**config.mk**
```make
export PLATFORM = sky130hd
export DESIGN_NAME = host_if_arbiter
export DESIGN_NICKNAME = d
export VERILOG_FILES = /design/src/rtl/host_if_pkg.sv /design/src/rtl/host_if_id_fifo.sv /design/src/rtl/host_if_arbiter.sv
export SDC_FILE = /design/constraint.sdc
export NUM_CORES = 1
export LEC_CHECK = 0
export CORE_MARGIN = 1.5
export CORE_UTILIZATION = 40
export CTS_CLUSTER_DIAMETER = 30
export CTS_CLUSTER_SIZE = 16
export DETAILED_ROUTE_END_ITERATION = 16
export GPL_ROUTABILITY_DRIVEN = 1
export GPL_TIMING_DRIVEN = 0
export PLACE_DENSITY = 0.8
export SLEW_MARGIN = 10
export SYNTH_ARGS = -nofsm -noshare
export SYNTH_HDL_FRONTEND = slang
export SYNTH_SLANG_ARGS = --single-unit
```
**constraint.sdc**
```tcl
create_clock -name chip_clk -period 3.75 [get_ports chip_clk]
set_clock_uncertainty 0.05 [all_clocks]
set_input_delay 0.75 -clock chip_clk [delete_from_list [all_inputs] [get_ports chip_clk]]
set_output_delay 0.75 -clock chip_clk [all_outputs]
set_load 0.02 [all_outputs]
```
**src/rtl/host_if_pkg.sv**
```systemverilog
// Shared types and constants for the N-port host-interface arbiter.
// Supplies default bus widths when the array-level width macros are not defined.
`ifndef INTERFACE_DATA_WIDTH
`define INTERFACE_DATA_WIDTH 16
`endif
`ifndef INTERFACE_ADDR_WIDTH
`define INTERFACE_ADDR_WIDTH 16
`endif

package host_if_pkg;

   typedef enum logic {
      ARB_FIXED = 1'b0,
      ARB_RR    = 1'b1
   } arb_mode_e;

   localparam int MAX_PORTS = 8;

   function automatic int id_width(input int n);
      return (n > 1) ? $clog2(n) : 1;
   endfunction

   // Sized for the largest supported port count so every configuration shares one ID type.
   localparam int PORT_ID_W = id_width(MAX_PORTS);
   typedef logic [PORT_ID_W-1:0] port_id_t;

   localparam logic [63:0] TIMEOUT_RDATA = '1;

endpackage

```
**src/rtl/host_if_id_fifo.sv**
```systemverilog
// In-order FIFO of requester port IDs for outstanding reads.
// DEPTH must be a power of two, at least 2; push and pop may occur in the same cycle.
module host_if_id_fifo
   import host_if_pkg::*;
#(
   parameter int DEPTH = 4
) (
   input  logic     chip_clk,
   input  logic     asyn_rst_n,
   input  logic     push,
   input  port_id_t push_id,
   input  logic     pop,
   output port_id_t head_id,
   output logic     full,
   output logic     empty
);

   localparam int PW = (DEPTH > 1) ? $clog2(DEPTH) : 1;

   port_id_t      mem [DEPTH];
   logic [PW-1:0] wr_ptr;
   logic [PW-1:0] rd_ptr;
   logic [PW:0]   count;
   logic          do_push;
   logic          do_pop;

   assign do_push = push & ~full;
   assign do_pop  = pop & ~empty;
   assign full    = (count == (PW+1)'(DEPTH));
   assign empty   = (count == '0);
   assign head_id = mem[rd_ptr];

   always_ff @(posedge chip_clk) begin
      if (do_push) begin
         mem[wr_ptr] <= push_id;
      end
   end

   always_ff @(posedge chip_clk or negedge asyn_rst_n) begin
      if (!asyn_rst_n) begin
         wr_ptr <= '0;
         rd_ptr <= '0;
         count  <= '0;
      end else begin
         if (do_push) wr_ptr <= wr_ptr + 1'b1;
         if (do_pop)  rd_ptr <= rd_ptr + 1'b1;
         case ({do_push, do_pop})
            2'b10:   count <= count + 1'b1;
            2'b01:   count <= count - 1'b1;
            default: count <= count;
         endcase
      end
   end

endmodule

```
**src/rtl/host_if_arbiter.sv**
```systemverilog
// N-port host-interface arbiter: fixed/round-robin grant, registered bus issue, ID-routed read responses.
// Optional read timeout enabled by defining HOST_IF_ARB_RD_TIMEOUT_EN.
module host_if_arbiter
   import host_if_pkg::*;
#(
   parameter int NUM_PORTS   = 2,
   parameter int DW          = `INTERFACE_DATA_WIDTH,
   parameter int AW          = `INTERFACE_ADDR_WIDTH,
   parameter int ARB_MODE    = 0,
   parameter int RD_OT_DEPTH = 4,
   parameter int RD_TIMEOUT  = 255
) (
   input  logic                           chip_clk,
   input  logic                           asyn_rst_n,
   input  logic [NUM_PORTS-1:0]           port_req_valid,
   output logic [NUM_PORTS-1:0]           port_req_ready,
   input  logic [NUM_PORTS-1:0]           port_req_wen,
   input  logic [NUM_PORTS-1:0][AW-1:0]   port_req_addr,
   input  logic [NUM_PORTS-1:0][DW-1:0]   port_req_wdata,
   output logic [NUM_PORTS-1:0]           port_rsp_valid,
   output logic [DW-1:0]                  port_rsp_rdata,
   output logic [AW-1:0]                  interface_addr,
   output logic                           interface_wen,
   output logic [DW-1:0]                  interface_wdata,
   output logic                           interface_ren,
   input  logic [DW-1:0]                  interface_rdata,
   input  logic                           interface_rvalid,
   output logic                           rd_err
);

   localparam bit RR_MODE = (ARB_MODE == int'(ARB_RR));

   logic [NUM_PORTS-1:0] eligible;
   logic [NUM_PORTS-1:0] rsp_valid_d;
   logic                 gnt_valid;
   port_id_t             gnt_idx;
   port_id_t             ptr_q;
   port_id_t             head_id;
   logic                 fifo_full;
   logic                 fifo_empty;
   logic                 sel_wen;
   logic [AW-1:0]        sel_addr;
   logic [DW-1:0]        sel_wdata;
   logic                 real_pop;
   logic                 timeout_take;
   logic                 pop_any;
   logic                 spurious;

   // Occupancy is the registered count, so a read is never accepted into a full FIFO.
   assign eligible = port_req_valid & (port_req_wen | {NUM_PORTS{~fifo_full}});

   // Round-robin searches ptr..N-1 first, then wraps to 0..ptr-1.
   always_comb begin
      gnt_valid      = 1'b0;
      gnt_idx        = '0;
      port_req_ready = '0;
      for (int i = 0; i < NUM_PORTS; i++) begin
         if (!gnt_valid && eligible[i] && (!RR_MODE || i >= int'(ptr_q))) begin
            gnt_valid         = 1'b1;
            gnt_idx           = port_id_t'(i);
            port_req_ready[i] = 1'b1;
         end
      end
      for (int i = 0; i < NUM_PORTS; i++) begin
         if (RR_MODE && !gnt_valid && eligible[i]) begin
            gnt_valid         = 1'b1;
            gnt_idx           = port_id_t'(i);
            port_req_ready[i] = 1'b1;
         end
      end
   end

   always_comb begin
      sel_wen   = 1'b0;
      sel_addr  = '0;
      sel_wdata = '0;
      for (int i = 0; i < NUM_PORTS; i++) begin
         if (port_req_ready[i]) begin
            sel_wen   = port_req_wen[i];
            sel_addr  = port_req_addr[i];
            sel_wdata = port_req_wdata[i];
         end
      end
   end

   host_if_id_fifo #(
      .DEPTH (RD_OT_DEPTH)
   ) u_id_fifo (
      .chip_clk   (chip_clk),
      .asyn_rst_n (asyn_rst_n),
      .push       (gnt_valid & ~sel_wen),
      .push_id    (gnt_idx),
      .pop        (pop_any),
      .head_id    (head_id),
      .full       (fifo_full),
      .empty      (fifo_empty)
   );

   assign real_pop = interface_rvalid & ~fifo_empty;
   assign spurious = interface_rvalid & fifo_empty;
   assign pop_any  = real_pop | timeout_take;

`ifdef HOST_IF_ARB_RD_TIMEOUT_EN
   localparam int TW = $clog2(RD_TIMEOUT + 1);
   logic [TW-1:0] to_cnt_q;

   // A real rvalid in the expiry cycle takes precedence over the synthesised response.
   assign timeout_take = ~fifo_empty & ~interface_rvalid & (to_cnt_q == TW'(RD_TIMEOUT - 1));

   always_ff @(posedge chip_clk or negedge asyn_rst_n) begin
      if (!asyn_rst_n) begin
         to_cnt_q <= '0;
      end else if (pop_any || fifo_empty) begin
         to_cnt_q <= '0;
      end else begin
         to_cnt_q <= to_cnt_q + 1'b1;
      end
   end
`else
   assign timeout_take = 1'b0;
`endif

   always_comb begin
      rsp_valid_d = '0;
      for (int i = 0; i < NUM_PORTS; i++) begin
         rsp_valid_d[i] = pop_any && (head_id == port_id_t'(i));
      end
   end

   always_ff @(posedge chip_clk or negedge asyn_rst_n) begin
      if (!asyn_rst_n) begin
         ptr_q           <= '0;
         interface_addr  <= '0;
         interface_wdata <= '0;
         interface_wen   <= 1'b0;
         interface_ren   <= 1'b0;
         port_rsp_valid  <= '0;
         port_rsp_rdata  <= '0;
         rd_err          <= 1'b0;
      end else begin
         interface_wen  <= gnt_valid & sel_wen;
         interface_ren  <= gnt_valid & ~sel_wen;
         port_rsp_valid <= rsp_valid_d;
         if (gnt_valid) begin
            interface_addr  <= sel_addr;
            interface_wdata <= sel_wdata;
            ptr_q           <= (gnt_idx == port_id_t'(NUM_PORTS - 1)) ? '0 : gnt_idx + 1'b1;
         end
         if (real_pop) begin
            port_rsp_rdata <= interface_rdata;
         end else if (timeout_take) begin
            port_rsp_rdata <= TIMEOUT_RDATA[DW-1:0];
         end
         if (spurious || timeout_take) begin
            rd_err <= 1'b1;
         end
      end
   end

endmodule

```
* Yosys cells after proc, flatten, opt, wreduce, memory -nomap -nowiden *
Memories as Yosys holds them, arrays and structs flattened.
Index checks and enable logic that the tools add are counted.

storage, ports and cells
  register bits after elaboration = 60
  RAM bits = 4
  input port bits = 87
  output and inout port bits = 55
  word-level logic and storage cells = 50
  memories = 1

memory list
  name           depth  width  read ports  clocked after memory_dff  write ports  RTL line               RTL
  u_id_fifo.mem  4      1      1           0                         1            host_if_id_fifo.sv:20  port_id_t mem [DEPTH];

cells by class
  add/sub/neg operators = 4
  eq/ne operators = 4
  multiplexer cells = 13
  bitwise gates (word level) = 11
  reductions and logical operators = 7

operator list
  kind                                               number
  two-way mux 16 bit                                 4
  two-way mux 1 bit                                  8
  AND 1 bit                                          6
  logical NOT 3 bit                                  2
  one-hot mux 3 bit (2 select lines)                 1
  adder 2 x 1 -> 2 bit (second input constant)       2
  adder 3 x 1 -> 3 bit (second input constant)       1
  == test 3 x 1 -> 1 bit (second input constant)     1
  == test 3 bit (second input constant)              1
  logical AND 1 bit                                  3
  NOT 1 bit                                          3
  subtractor 3 x 1 -> 3 bit (second input constant)  1
  AND 2 bit                                          1
  == test 2 x 1 -> 1 bit (second input constant)     1
  == test 2 bit (second input constant)              1
  bitwise OR 2 bit                                   1
  nonzero test 2 bit                                 1
  logical NOT 1 bit                                  1

* Longest topological paths before layout *
Gate-level depths: netlist of run 1.

  depth after elaboration = 14
  mapped depth = 11
  mapped depth without buffers = 9

* By module *
Synthesis of run 1 repeated with hierarchy kept, for this count alone.

second synthesis, totals
  cell total of the unflattened synthesis = 297
  area, all modules = 3383.2 µm²

by module, submodules not included
  module           instances  cells an instance  area an instance (µm²)  seq. area each (µm²)
  host_if_arbiter  1          243                2517.4                  1326.3
  host_if_id_fifo  1          54                 865.8                   535.5

* Least setup slack after synthesis of run 1 *
Ideal clock, no wire load.

  path kind = input-to-output
  from = input port port_req_wen[0]
  to = output port port_req_ready[1]
  data arrival time = 2.256 ns
  data required time = 2.950 ns
  slack = 0.694 ns
  stages on the path = 5
  buffers on the path = 1
  cells stage by stage = or4b_1 buf_4 nand2_8 inv_2 nor3_1

on the way
  cells in the longest elaborated chain, start to end = 6

ends and longest elaborated chain
  item                   RTL line               RTL
  start, declared        host_if_arbiter.sv:17  input logic [NUM_PORTS-1:0] port_req_wen,
  bitwise OR 2 bit       host_if_arbiter.sv:50  assign eligible = port_req_valid & (port_req_wen | {NUM_PORTS{~fifo_full}});
  AND 2 bit              host_if_arbiter.sv:50
  two-way mux 1 bit      --
  via port_req_ready[0]  host_if_arbiter.sv:16  output logic [NUM_PORTS-1:0] port_req_ready,
  logical NOT 1 bit      host_if_arbiter.sv:58  if (!gnt_valid && eligible[i] && (!RR_MODE || i >= int'(ptr_q))) begin
  logical AND 1 bit      host_if_arbiter.sv:58
  two-way mux 1 bit      host_if_arbiter.sv:58
  end, declared          host_if_arbiter.sv:16

The timed path passes the listed nets, and every way through them passes these cells.

* Final worst setup path of run 1 *
  from = input port port_req_wen[0]
  to = output port port_req_ready[1]

on the way
  cells in the longest elaborated chain, start to end = 6

ends and longest elaborated chain
  item               RTL line
  bitwise OR 2 bit   host_if_arbiter.sv:50
  AND 2 bit          host_if_arbiter.sv:50
  two-way mux 1 bit  host_if_arbiter.sv:58
  logical NOT 1 bit  host_if_arbiter.sv:58
  logical AND 1 bit  host_if_arbiter.sv:58
  two-way mux 1 bit  host_if_arbiter.sv:58

No other way between the ends.

==> metrics.txt, run 1 <==
Crit. End Element primary output; area leader, netlist dfrtp_1; DRC 0; critical path required time 2950 ps; Post-Syn Area per Cell 13.1 um^2; capture point of the worst reg-to-reg path u_id_fifo.count[2]$_DFFE_PN0P_; Register-to-Register Path Depth 10; number of H-tree levels 3; max cap viols 0; GP Congestion 0.755; post_cts resized 2; Hold-fix buffers, CTS 0; Setup Crit Path Kind in -> out; hpwl dp 6370 um; total power 2.98 mW; final number of setup-violating endpoints 0; first-pass GRT wire length 14100 um; filler cell count 640; CTS Sinks 64; sw power 1.05 mW; fin crit period 3560 ps; Die H 93.7 um; Seq cells post-synth 64; final non-filler cell area 5020 um^2; P&R area growth vs syn 52.4%; DIE WIDTH 93.7 um; First DRT Iteration DRCs 120; drt pass-1 iters 4; io pins 142; Synth cell types 33; fin util 0.640; Slew HR 0.480; Reg2Reg Setup Slack 1400 ps; Global Route Usage Sum 0.207; critical path peak fanout 6; Comb pwr share 0.448; Clk pwr share 0.206; IO Port Bufs 139; Root Buffer clkbuf_8; fin crit share 0.951; antenna violations before repair 0; worst setup path start port_req_wen[0]; starting density of the core 0.420; HP Class reg -> reg; Async SR Flop Fraction 0.938; top cells by area, synth dfrtp_1, a2bb2oi_2, a32oi_1, mux2_1, o21ai_0; Final Non-Filler Cells 508; post-DR vias/cell 5.40; Antenna Violating Nets Remaining 0; run status finished, final reports clean; Seq pwr share 0.345; fin nets 494; count leader, synth dfrtp_1; Syn Nets 344; CORE AREA 7850 um^2; Slew Limit Fails 0; crit start category primary input; post-synth top area share 0.456; leakage power 1.94 nW; reg2reg start u_id_fifo.count[1]$_DFFE_PN0P_; clock latency on the worst-skew pair 330 ps; RSZ-0062 raised after global routing false; Final Hold Viols 0; vias 2745; Mapped Area 3290 um^2; GRT overflow 0; CTS Buf Count 9; Peak VDD IR 291 uV; EDFF count, synth 4; hold_ws 415 ps; hold endpoint rd_err$_DFFE_PN0P_; Max Fclk 0.281 GHz; Post-CTS Setup Inserts 0; Mapped Cells 251; Pint 1.93 mW; Hold Path Cell Cnt 1; sequential area share after synthesis 0.492; synth warn 0; drt total wl 8910 um; WL per Instance 17.5 um; Die Area 8790 um^2; Main synth FF type dfrtp_1; Site Rows 32; Post-synth top cells dfrtp_1, o21ai_0, a32oi_1, a2bb2oi_2, mux2_1; placed insts 492; CTS tree yes; share of layout cells above drive strength 1 0.172; Power Dens Cells 593 nW/um^2; Diodes inserted 0; Arr. time, crit path 2760 ps; Tightest Pin Transition 780 ps; HP Start rd_err$_DFFE_PN0P_; vias in the first global route 2817; clk slew on worst S/H paths 70 ps; clk buf depth 2; Switching Share 0.351; Area after DPL 4810 um^2; largest net degree at the start of global routing 61
==> power groups by stage <==
stage	sequential (mW)	combinational (mW)	clock (mW)
after floorplan	1.23	0.582	0
after global placement	1.03	1.32	0
after detailed placement	1.04	1.35	0
after CTS	1.03	1.35	0.629
after global routing	1.06	1.43	0.661
final	1.03	1.33	0.614
==> layout by cell type (no fill, tap or decap), types with 5 or more instances in the layout <==
master	instances
a32oi_1	32
o21ai_0	33
inv_1	5
dfrtp_1	60
ha_1	5
buf_6	7
buf_2	5
a2bb2oi_2	30
clkbuf_8	11
clkdlybuf4s50_1	137
clkbuf_1	13
mux2_1	17
and2_1	5
==> registers in the layout (all words and copies together), names as in the netlist <==
name,flops
port_rsp_rdata,16
u_id_fifo.wr_ptr,2
u_id_fifo.rd_ptr,2
rd_err,1
u_id_fifo.count,3
interface_wdata,16
interface_wen,1
interface_addr,16
u_id_fifo.mem,4
port_rsp_valid,2
interface_ren,1
==> cell type report <==
type | count | area, um^2 | share of cell area
Multi-Input combinational cell | 150 | 1440 | 0.287
Clock inverter | 5 | 55.1 | 0.0110
Timing Repair Buffer | 139 | 1390 | 0.276
Sequential cell | 64 | 1620 | 0.323
Inverter | 8 | 30.0 | 0.00598
Buffer | 29 | 205 | 0.0409
Tap cell | 102 | 128 | 0.0254
Clock buffer | 11 | 151 | 0.0302
==> critical path, stage by stage <==
cell	delay [ps]
clkdlybuf4s50_1	440
or4b_1	530
buf_4	190
nand2_8	110
inv_2	50
nor3_2	300
dlygate4sd2_1	380
==> routing by layer <==
layer	vias up	wire length (um)	track usage
met5	-	0	0
met4	0	148	0.0647
met3	15	664	0.0574
met2	111	4240	0.329
met1	1360	3850	0.275
li1	1259	-	-
==> worst max-delay path by stage <==
stage	endpoint	cells past startpoint
global placement	port_req_ready[1]	7
global route	port_req_ready[1]	5
floorplan	port_req_ready[1]	5
CTS	port_req_ready[1]	7
finish	port_req_ready[1]	7
detailed placement	port_req_ready[1]	7
==> kinds of logic (layout without fill, tap and decap cells) <==
| logic type | count (synthesis) | in the layout | synth area share |
|---|---|---|---|
| compound gates | 101 | 101 | 0.288 |
| flops | 64 | 64 | 0.492 |
| buf+inv | 37 | 192 | 0.0714 |
| simple gates | 19 | 19 | 0.0426 |
| mux | 18 | 18 | 0.0650 |
| fa+ha+maj | 6 | 6 | 0.0251 |
| xor+xnor | 6 | 6 | 0.0160 |
==> stage by stage <==
step,setup WS [ps],setup TNS (ps)
final,185,0
after global routing,28.0,0
after CTS,165,0
after detailed placement,-320,-320
after floorplan,694,0
after global placement,-266,-11270
(Power assumes the default switching activity.)
==> run 2: changes to the inputs <==
- GPL_TIMING_DRIVEN: 0 -> 1
==> metrics.txt, run 2 (same netlist as run 1, synthesis figures left out) <==
DP Worst Slack 89.7 ps; io pins 142; crit start category primary input; Die Area 8790 um^2; total power 2.94 mW; worst path cell trace clkdlybuf4s50_1 > or4b_1 > nand2_8 > inv_2 > clkdlybuf4s50_1; worst setup path start port_req_wen[0]; clock latency on the worst-skew pair 330 ps; Crit path top cell by count clkdlybuf4s50_1; biggest regs interface_addr: 16 flops, interface_wdata: 16 flops, port_rsp_rdata: 16 flops; Fin Setup TNS 0 ps; final number of setup-violating endpoints 0; Final Hold Viols 0; fin crit share 0.890; Setup Crit Path Kind in -> out; Max Fclk 0.300 GHz; capture point of the worst reg-to-reg path u_id_fifo.count[2]$_DFFE_PN0P_; PnR worst setup slack 411 ps; HP Start rd_err$_DFFE_PN0P_; hpwl dp 6070 um; highest-count cells in the layout ignoring fill and taps clkdlybuf4s50_1, dfrtp_1, o21ai_0; post-DR vias/cell 5.49; RSZ-0062 raised after global routing false; clk buf depth 2; Slew Limit Fails 0; critical path required time 2950 ps; Tightest Pin Transition 1170 ps; first-pass GRT wire length 13800 um; GRT overflow 0; GP Congestion 0.747; max cap viols 0; CTS Buf Count 9; Final Non-Filler Cells 490; fin crit period 3340 ps; hold_ws 414 ps; slowest stage delay, CP 660 ps; DRC 0; Diodes inserted 0; Register-to-Register Path Depth 9; Hold-fix buffers, CTS 0; clk slew on worst S/H paths 60 ps; Site Rows 32; Root Buffer clkbuf_8; WL per Instance 18.0 um; HP Class reg -> reg; Reg2Reg Setup Slack 1430 ps; Slew HR 0.217; placed insts 474; vias 2688; share of layout cells above drive strength 1 0.157; drt pass-1 iters 4; Power Dens Cells 598 nW/um^2; DIE WIDTH 93.7 um; reg2reg start u_id_fifo.count[0]$_DFFE_PN0P_; Arr. time, crit path 2540 ps; run status finished, final reports clean; First DRT Iteration DRCs 104; antenna violations before repair 0; number of H-tree levels 3; Hold Path Cell Cnt 1; vias in the first global route 2731; leakage power 1.92 nW; most common cell after layout, fill and taps aside clkdlybuf4s50_1; IO Port Bufs 141; Antenna Violating Nets Remaining 0; drt total wl 8810 um; Die H 93.7 um; CTS tree yes; P&R area growth vs syn 49.4%; largest net degree at the start of global routing 37; Crit. End Element primary output; critical path peak fanout 3; CORE AREA 7850 um^2; fin nets 476; Global Route Usage Sum 0.203; starting density of the core 0.420; Peak VDD IR 405 uV; Slowest-stage cell, CP or4b_1; family with the most delay on the worst path buffers and inverters; CP bufs+invs 3; hold endpoint rd_err$_DFFE_PN0P_; CTS Sinks 64
[run 2: timing repair]
action,CTS,global route
gates resized for setup,0,1
setup endpoints to repair,0,1
setup buffers,0,0
[run 2: stage by stage]
step | utilization | area, um^2
global placement | 0.599 | 4700
global route | 0.627 | 4920
floorplan | - | 3290
finish | 0.627 | 4920
CTS | 0.626 | 4920
detailed placement | 0.599 | 4700
[run 2: power breakdown]
part,internal [mW],switching [mW],total (mW)
registers,0.906,0.136,1.04
clock network,0.379,0.250,0.630
logic,0.639,0.632,1.27
[run 2: worst reg2reg max path, stage by stage, from the launching register on]
cell     delay (ps)
dfrtp_1         490
or3b_1          420
o21a_1          210
inv_2            70
ha_1            170
inv_1            60
fa_1            370
xor2_1          150
nor2_1          110
xor2_1          150
[run 2: worst max path at each step]
stage,to,slack (ps),cells past startpoint
after CTS,port_req_ready[1],60,6
after global placement,port_req_ready[1],110,6
final,port_req_ready[0],410,5
after global routing,port_req_ready[0],350,5
after detailed placement,port_req_ready[1],90,6
after floorplan,port_req_ready[1],690,5
[run 2: cell type report]
class,count,area [um^2]
fillers,620,2930
flip-flops and latches,64,1620
repair buffers,150,1480
multi-input cells,150,1450
clock buffers,14,183
well taps,102,128
clock inverters,2,35.0
inverters,8,30.0
[run 2: layer usage]
metal / vias to the layer above / part of all wire / routed length, um / global-route usage
li1: 1226 / - / - / -
met1: 1349 / 0.44 / 3840 / 0.267
met2: 102 / 0.49 / 4340 / 0.335
met3: 11 / 0.062 / 543 / 0.0413
met4: 0 / 0.010 / 90 / 0.0634
met5: - / 0 / 0 / 0
==> run 3: changes to the inputs <==
- RECOVER_POWER: unset -> 25
==> metrics.txt, run 3 (same netlist as run 1, synthesis figures left out) <==
post-DR vias/cell 5.52; IO Port Bufs 141; P&R area growth vs syn 49.2%; Diodes inserted 0; Register-to-Register Path Depth 9; share of layout cells above drive strength 1 0.152; GP Congestion 0.747; Die H 93.7 um; fin crit period 3340 ps; vias 2706; First DRT Iteration DRCs 105; hpwl dp 6070 um; met3 WL 602 um; Peak VDD IR 400 uV; run status finished, violations left; DIE WIDTH 93.7 um; Top Layer Used met4; Post-CTS Setup Inserts 0; Site Rows 32; leakage power 1.91 nW; Antenna Violating Nets Remaining 0; Fin Setup TNS 0 ps; Slew Limit Fails 37; reg2reg start u_id_fifo.count[0]$_DFFE_PN0P_; Slew HR -0.369; CORE AREA 7850 um^2; Met1 Wirelength 3610 um; clk buf depth 2; Reg2Reg Setup Slack 1430 ps; vias in the first global route 2731; drt total wl 8730 um; fin util 0.626; biggest regs interface_addr: 16 flops, interface_wdata: 16 flops, port_rsp_rdata: 16 flops; Final Hold Viols 0; filler cell count 621; critical path required time 2950 ps; CTS tree yes; met2 routed WL 4460 um; Max Fclk 0.300 GHz; drt pass-1 iters 5; Power Dens Cells 597 nW/um^2; fin crit share 0.890; crit start category primary input; Tightest Pin Transition 2050 ps; hold_ws 414 ps; io pins 142; total power 2.94 mW; post_cts resized 0; failing checks max-capacitance violations, max-slew violations; most common cell after layout, fill and taps aside clkdlybuf4s50_1; first-pass GRT wire length 13800 um; CTS Sinks 64; WL per Instance 17.8 um; Global Route Usage Sum 0.203; crit path to port_req_ready[0]; worst setup path start port_req_wen[0]; Die Area 8790 um^2; DP Worst Slack 89.7 ps; clk slew on worst S/H paths 60 ps; Arr. time, crit path 2540 ps; Setup Crit Path Kind in -> out; Crit. End Element primary output; GRT overflow 0; CTS Buf Count 9; DRC 0; critical path peak fanout 3; highest-count cells in the layout ignoring fill and taps clkdlybuf4s50_1, dfrtp_1, o21ai_0; capture point of the worst reg-to-reg path u_id_fifo.count[2]$_DFFE_PN0P_; max cap viols 1; number of H-tree levels 3; HP Class reg -> reg; largest net degree at the start of global routing 37; fin nets 476; RSZ-0062 raised after global routing false; final number of setup-violating endpoints 0; Root Buffer clkbuf_8; clock latency on the worst-skew pair 320 ps; antenna violations before repair 0; starting density of the core 0.420; Hold-fix buffers, CTS 0; PnR worst setup slack 413 ps
-- run 3: cell types whose count changed in the layout (fill, tap and decap cells not counted) --
cell             before  now
clkdlybuf4s50_1     139  138
buf_2                 1    0
dlygate4sd3_1         0    1
buf_4                 9    8
clkbuf_1              1    3
-- run 3: through the flow --
stage / cell area [um^2] / cells
floorplan: 3290 / 251
global placement: 4700 / 474
detailed placement: 4700 / 474
CTS: 4920 / 490
global route: 4910 / 490
finish: 4910 / 490
-- run 3: worst min path at each step --
stage                                  start                            end  slack [ps]  cells past startpoint
after CTS                 rd_err$_DFFE_PN0P_             rd_err$_DFFE_PN0P_         420                      1
after global routing      rd_err$_DFFE_PN0P_             rd_err$_DFFE_PN0P_         440                      1
after detailed placement  rd_err$_DFFE_PN0P_             rd_err$_DFFE_PN0P_         400                      1
after global placement    rd_err$_DFFE_PN0P_             rd_err$_DFFE_PN0P_         390                      1
final                     rd_err$_DFFE_PN0P_             rd_err$_DFFE_PN0P_         410                      1
after floorplan                   asyn_rst_n  interface_addr[0]$_DFFE_PN0P_         400                      0
-- run 3: power by group --
group	internal, mW	switching (mW)	leakage, nW
Clock	0.379	0.246	0.113
Combinational	0.638	0.630	1.07
Sequential	0.906	0.136	0.733
Total	1.92	1.01	1.91
-- run 3: final cells by class --
cell class,count,area (um^2),share of cell area
Clock inverter,2,35.0,0.00713
Timing Repair Buffer,150,1470,0.299
Sequential cell,64,1620,0.330
Clock buffer,14,183,0.0372
Inverter,8,30.0,0.00611
Tap cell,102,128,0.0260
Multi-Input combinational cell,150,1450,0.294
-- run 3: layer usage --
metal / up-vias / GRT usage
li1: 1225 / -
met1: 1377 / 0.267
met2: 96 / 0.335
met3: 8 / 0.0413
met4: 0 / 0.0634
met5: - / 0
-- run 3: worst max-delay path, stage by stage --
cell	delay, ps
clkdlybuf4s50_1	440
or4b_1	660
nand2_8	120
inv_2	40
clkdlybuf4s50_1	520
